$ cat config.mk
export PLATFORM = sky130hd
export DESIGN_NAME = decode_stage
export DESIGN_NICKNAME = d
export VERILOG_FILES = /design/src/rtl/decode_stage.sv
export SDC_FILE = /design/constraint.sdc
export NUM_CORES = 1
export LEC_CHECK = 0
export CAP_MARGIN = 5
export CORE_ASPECT_RATIO = 1.25
export CORE_UTILIZATION = 45
export DETAILED_ROUTE_END_ITERATION = 6
export GPL_TIMING_DRIVEN = 0
export PLACE_DENSITY_LB_ADDON = 0.12
export SYNTH_ARGS = -nofsm -noshare
export SYNTH_HDL_FRONTEND = slang
export SYNTH_SLANG_ARGS = --single-unit
$ cat constraint.sdc
create_clock -name clock -period 5.7 [get_ports clock]
set_clock_uncertainty 0.2 [all_clocks]
set_input_delay 1.14 -clock clock [delete_from_list [all_inputs] [get_ports clock]]
set_output_delay 1.14 -clock clock [all_outputs]
set_load 0.01 [all_outputs]
$ cat src/rtl/decode_stage.sv
`default_nettype none
// ============================================================================
// Module   : decode_stage
// Purpose  : LC-3 decode stage. Latches IR/NPC, decodes control fields and
//            reads operands from the 8x16 register file with write bypass.
// Revision : 1.0 - initial release
// ============================================================================
module decode_stage (
    input  logic        clock,
    input  logic        reset,
    input  logic        enable_decode,
    input  logic [15:0] dout,
    input  logic [15:0] npc_in,
    input  logic        W_en,
    input  logic [2:0]  W_addr,
    input  logic [15:0] W_data,
    output logic [47:0] D_Data,
    output logic [5:0]  E_Control,
    output logic [15:0] npc_out,
    output logic [1:0]  W_Control,
    output logic [2:0]  Mem_Control,
    output logic        reg_write,
    output logic [2:0]  dest,
    output logic        illegal
);

    localparam logic [3:0] c_OP_BR  = 4'b0000;
    localparam logic [3:0] c_OP_ADD = 4'b0001;
    localparam logic [3:0] c_OP_LD  = 4'b0010;
    localparam logic [3:0] c_OP_ST  = 4'b0011;
    localparam logic [3:0] c_OP_AND = 4'b0101;
    localparam logic [3:0] c_OP_LDR = 4'b0110;
    localparam logic [3:0] c_OP_STR = 4'b0111;
    localparam logic [3:0] c_OP_NOT = 4'b1001;
    localparam logic [3:0] c_OP_LDI = 4'b1010;
    localparam logic [3:0] c_OP_STI = 4'b1011;
    localparam logic [3:0] c_OP_JMP = 4'b1100;
    localparam logic [3:0] c_OP_LEA = 4'b1110;

    localparam logic [1:0] c_WB_ALU  = 2'b00;
    localparam logic [1:0] c_WB_ADDR = 2'b01;
    localparam logic [1:0] c_WB_MEM  = 2'b10;

    localparam logic [2:0] c_MEM_NONE  = 3'b000;
    localparam logic [2:0] c_MEM_READ  = 3'b001;
    localparam logic [2:0] c_MEM_WRITE = 3'b010;
    localparam logic [2:0] c_MEM_RIND  = 3'b101;
    localparam logic [2:0] c_MEM_WIND  = 3'b110;

    logic [15:0] regs_q [8];

    logic [47:0] d_data_q;
    logic [5:0]  e_ctrl_q;
    logic [15:0] npc_q;
    logic [1:0]  w_ctrl_q;
    logic [2:0]  mem_ctrl_q;
    logic        reg_write_q;
    logic [2:0]  dest_q;
    logic        illegal_q;

    logic [3:0]  opcode;
    logic [2:0]  sr1_addr;
    logic [2:0]  sr2_addr;
    logic [15:0] vsr1;
    logic [15:0] vsr2;

    logic [5:0]  e_ctrl_d;
    logic [1:0]  w_ctrl_d;
    logic [2:0]  mem_ctrl_d;
    logic        reg_write_d;
    logic [2:0]  dest_d;
    logic        illegal_d;
    logic        store_op;

    assign opcode   = dout[15:12];
    assign store_op = (opcode == c_OP_ST) || (opcode == c_OP_STR) || (opcode == c_OP_STI);
    assign sr1_addr = dout[8:6];
    // Stores carry their data register in the DR field rather than SR2.
    assign sr2_addr = store_op ? dout[11:9] : dout[2:0];

    // Same-cycle writeback is forwarded so the decoded operand is never stale.
    assign vsr1 = (W_en && (W_addr == sr1_addr)) ? W_data : regs_q[sr1_addr];
    assign vsr2 = (W_en && (W_addr == sr2_addr)) ? W_data : regs_q[sr2_addr];

    always_comb begin
        e_ctrl_d    = 6'b000000;
        w_ctrl_d    = c_WB_ALU;
        mem_ctrl_d  = c_MEM_NONE;
        reg_write_d = 1'b0;
        illegal_d   = 1'b0;
        case (opcode)
            c_OP_ADD: begin
                e_ctrl_d    = {2'b00, dout[5], 3'b000};
                reg_write_d = 1'b1;
            end
            c_OP_AND: begin
                e_ctrl_d    = {2'b01, dout[5], 3'b000};
                reg_write_d = 1'b1;
            end
            c_OP_NOT: begin
                e_ctrl_d    = 6'b100000;
                reg_write_d = 1'b1;
            end
            c_OP_BR: begin
                e_ctrl_d = 6'b000011;
            end
            c_OP_JMP: begin
                e_ctrl_d = 6'b000110;
            end
            c_OP_LD: begin
                e_ctrl_d    = 6'b000011;
                w_ctrl_d    = c_WB_MEM;
                mem_ctrl_d  = c_MEM_READ;
                reg_write_d = 1'b1;
            end
            c_OP_LDI: begin
                e_ctrl_d    = 6'b000011;
                w_ctrl_d    = c_WB_MEM;
                mem_ctrl_d  = c_MEM_RIND;
                reg_write_d = 1'b1;
            end
            c_OP_LDR: begin
                e_ctrl_d    = 6'b000100;
                w_ctrl_d    = c_WB_MEM;
                mem_ctrl_d  = c_MEM_READ;
                reg_write_d = 1'b1;
            end
            c_OP_LEA: begin
                e_ctrl_d    = 6'b000011;
                w_ctrl_d    = c_WB_ADDR;
                reg_write_d = 1'b1;
            end
            c_OP_ST: begin
                e_ctrl_d   = 6'b000011;
                mem_ctrl_d = c_MEM_WRITE;
            end
            c_OP_STI: begin
                e_ctrl_d   = 6'b000011;
                mem_ctrl_d = c_MEM_WIND;
            end
            c_OP_STR: begin
                e_ctrl_d   = 6'b000100;
                mem_ctrl_d = c_MEM_WRITE;
            end
            default: begin
                illegal_d = 1'b1;
            end
        endcase
        dest_d = reg_write_d ? dout[11:9] : 3'b000;
    end

    always_ff @(posedge clock) begin
        if (reset) begin
            for (int i = 0; i < 8; i++) begin
                regs_q[i] <= 16'h0000;
            end
        end else if (W_en) begin
            regs_q[W_addr] <= W_data;
        end
    end

    always_ff @(posedge clock) begin
        if (reset) begin
            d_data_q    <= 48'h0;
            e_ctrl_q    <= 6'b000000;
            npc_q       <= 16'h0000;
            w_ctrl_q    <= 2'b00;
            mem_ctrl_q  <= 3'b000;
            reg_write_q <= 1'b0;
            dest_q      <= 3'b000;
            illegal_q   <= 1'b0;
        end else if (enable_decode) begin
            d_data_q    <= {dout, vsr1, vsr2};
            e_ctrl_q    <= e_ctrl_d;
            npc_q       <= npc_in;
            w_ctrl_q    <= w_ctrl_d;
            mem_ctrl_q  <= mem_ctrl_d;
            reg_write_q <= reg_write_d;
            dest_q      <= dest_d;
            illegal_q   <= illegal_d;
        end
    end

    assign D_Data      = d_data_q;
    assign E_Control   = e_ctrl_q;
    assign npc_out     = npc_q;
    assign W_Control   = w_ctrl_q;
    assign Mem_Control = mem_ctrl_q;
    assign reg_write   = reg_write_q;
    assign dest        = dest_q;
    assign illegal     = illegal_q;

endmodule
`default_nettype wire

==> impl_metrics.csv, run 1 <==
group,metric,value,unit
worst_setup_path,rrSetupSlack,3.30,ns
yosys,seq_area_frac_synth,0.535,
yosys,ys_async_sr_fraction,0,
cts,clk_pin_slew,0.06,ns
place,finalWeightedCongestion,0.933,
timing,hold_violations,0,
cts,htreeDepth,1,
floorplan,die_x,136,um
cts,clk_latency,0.52,ns
cells_and_area,fin_nets,1118,
timing,setup_violations,0,
routing,wl_met3,3880,um
timing,fmaxAchievable,252,MHz
cts,post_cts_buffers,0,
routing,viasPerCell,6.45,
worst_setup_path,end_kind,"flip-flop",
routing,num_vias,8786,
cells_and_area,fin_util,0.569,
worst_setup_path,critPathMaxStageDelay,1.11,ns
timing,rsz0062_at_grt,"no",
cells_and_area,final_layout_size_suffix_gt1_frac,0.113,
timing,tns,0,ns
floorplan,die_h,170,um
run_status,violations,"max-capacitance violations",
grt,track_usage,0.324,
grt,grt_pass1_wl,54000,um
timing,period_needed,3.98,ns
min_path,worstHoldStart,"dest[0]",
routing,top_layer,"met4",
min_path,min_to,"dest[0]",
cts,cts_tree,"built",
yosys,synth_enable_flop_cells,128,
cells_and_area,insertedDiodeCount,0,
timing,tightest_slew,1.43,ns
grt,grt_max_degree,17,
worst_setup_path,cp_data_arrival_time,4.14,ns
floorplan,num_rows,61,
yosys,avgSynthCellArea,11.2,um2
cells_and_area,post-route-cell-area,12600,um2
power,finalPower,3.82,mW
grt,grt_pass1_vias,8507,
place,dp_hpwl,26700,um
timing,final_max_slew_viol_count,0,
cts,ctsHoldBuffers,0,
yosys,syn-num-nets,960,
cts,cts.sinks,208,
cts,numCtsBuffers,22,
worst_setup_path,r2r_cells,4,
worst_setup_path,crit_type,"input port to flip-flop",
grt,overflow,0,
worst_setup_path,cp_slowest_cell,"a2111oi_0",
routing,wl_met2,17100,um
cells_and_area,area_growth,24.3,%
cts,root_buffer,"clkbuf_16",
yosys,ys_types,43,
routing,drtAntennaViolNets,0,
power,p_leak,4.39,nW
floorplan,initial_core_util,0.458,
routing,first_pass_iters,6,
floorplan,io_pins,135,
min_path,hold_depth,2,
yosys,synthFlopType,"edfxtp_1",
timing,slew_headroom,0.0210,
worst_setup_path,crit_chain,"clkdlybuf4s50_1, nand4_1, buf_2, clkbuf_1, and3_1, a2111oi_0, or4_1, o221ai_1",
yosys,syn_inst,905,
cts,ctsResizeCount,0,
place,port_buffers,126,
routing,drt-initial-drc-count,1031,
floorplan,die-area,23200,um2
power,pwr_density_cell,302,nW/um2
routing,wl,37100,um
worst_setup_path,r2r-end,"D_Data[1]",
routing,wl_met1,13400,um
min_path,holdCritPathClass,"flip-flop to flip-flop",
timing,period_share,0.698,
place,place_area,11900,um2
routing,wl_per_cell,27.3,um
routing,drc,0,
worst_setup_path,cp.required,5.86,ns
place,pre_cts_ws,1.46,ns
grt,antenna_found_initial,0,
power,max-vdd-ir-drop,256,uV
worst_setup_path,path_max_fanout,10,
yosys,synthesis.area,10200,um2
cts,clockBufferDepth,3,
floorplan,core_area,22200,um2
worst_setup_path,r2r-start,"regs_q[0][1]",
yosys,ys_warn_count,0,
worst_setup_path,cp-start-kind,"input port",
timing,worst_slack,1.72,ns
run_status,outcome,"finished, violations left",
flow_run,cap_violations,1,
yosys,synth_seq_cells,208,
==> stage by stage <==
stage,hold WS (ns),cells
CTS,0.262,1361
floorplan,0.278,905
finish,0.261,1362
global route,0.277,1362
detailed placement,0.249,1321
global placement,0.245,1314
==> where the power goes <==
part           leakage [nW]  switching (mW)  internal (mW)
Combinational          2.15           0.376          0.264
Sequential             1.89          0.0531           1.70
Clock                 0.354           0.605          0.820
==> placed cells by master (no fill, tap or decap), types with 14 or more instances in the layout <==
cell,n
clkbuf_16,23
dfxtp_1,80
and3_1,64
nor2_1,55
edfxtp_1,128
clkbuf_1,68
a2111oi_0,64
clkinv_1,18
a21oi_1,31
mux2i_1,46
o221ai_1,16
buf_2,14
nand2_1,51
clkdlybuf4s50_1,126
or4_1,16
nor3_1,98
mux4_2,32
nor4_1,32
o22ai_1,16
==> critical path, delay by kind of cell <==
| kind | cells | cell delay (ns) |
|---|---|---|
| AND/OR/NAND/NOR | 3 | 0.70 |
| AO/OA/AOI/OAI | 2 | 1.22 |
| buffers and inverters | 3 | 1.07 |
==> cell type report <==
class | instances | area, um2
Inverter | 19 | 71.3
Sequential cell | 208 | 5450
Buffer | 102 | 485
Fill cell | 1958 | 9570
Clock buffer | 30 | 632
Tap cell | 283 | 354
Clock inverter | 10 | 72.6
Multi-Input combinational cell | 576 | 4220
Timing Repair Buffer | 134 | 1360
==> flip-flops by register name, indices dropped and copies added, names as in the netlist <==
register,count
regs_q,128
D_Data,48
npc_out,16
E_Control,6
Mem_Control,3
dest,3
W_Control,2
illegal,1
reg_write,1
==> kinds of logic (layout without fill, tap and decap cells) <==
group	Yosys count	count (layout)	share of synthesized area
simple gates	340	340	0.174
flops	208	208	0.535
compound gates	143	143	0.105
buf+inv	121	295	0.0547
mux	83	83	0.123
xor+xnor	10	10	0.00861
==> metal layers <==
layer / global-route usage / vias up
li1: - / 3838
met1: 0.395 / 4222
met2: 0.527 / 602
met3: 0.0566 / 124
met4: 0.203 / 0
met5: 0 / -
==> synthesized netlist by cell type (2+ instances only) <==
cell       instances  area (um2)
mux2i_1           46         460
nand2_2            3        18.8
mux4_2            32         721
nor2_1            55         206
o31ai_1            2        15.0
nand2_1           51         191
clkinv_1          16        60.1
xor2_1             6        52.6
nand2b_1           2        12.5
and3_1            64         400
a2111oi_0         64         561
buf_6              9         101
o221ai_1          16         140
a21oi_1           31         155
dfxtp_1           80        1600
buf_4              5        37.5
nor4_1            32         200
buf_2             13        65.1
o22ai_1           16         100
edfxtp_1         128        3840
o21ai_0            7        35.0
nor3_1            98         490
buf_1             11        41.3
clkbuf_1          64         240
inv_1              3        11.3
nor2b_1            3        18.8
mux2_4             2        30.0
nand4_1            3        18.8
mux2i_2            2        27.5
nand3_1            9        45.0
o221a_2            2        22.5
or4_1             16         120
xnor2_1            4        35.0
==> how the worst max path moves through the flow <==
stage | from | end | slack (ns) | depth (start not counted)
global placement | W_addr[2] | regs_q[5][6] | 0.42 | 5
detailed placement | dout[9] | D_Data[1] | 1.46 | 8
floorplan | reset | regs_q[1][0] | 2.04 | 5
finish | dout[9] | D_Data[1] | 1.72 | 8
global route | dout[9] | D_Data[1] | 1.85 | 8
CTS | dout[9] | D_Data[1] | 1.98 | 8
(Power assumes the default switching activity.)
==> inputs of run 2 (changes only) <==
Clock period 5.7 ns to 3.5 ns, I/O delays scaled along.
==> results of run 2 <==
The final DEF is identical to that of run 1. Status: finished, violations left: max-capacitance violations, negative setup slack.
Among the figures that moved: setup slack after placement 1.46 ns -> -0.302 ns; setup slack after layout 1.72 ns -> -0.0361 ns; setup TNS 0 ns -> -0.0361 ns; number of setup violations in the final report 0 -> 1; register-to-register setup slack 3.30 ns -> 1.10 ns; total power 3.82 mW -> 6.21 mW; worst IR drop on VDD 256 uV -> 417 uV
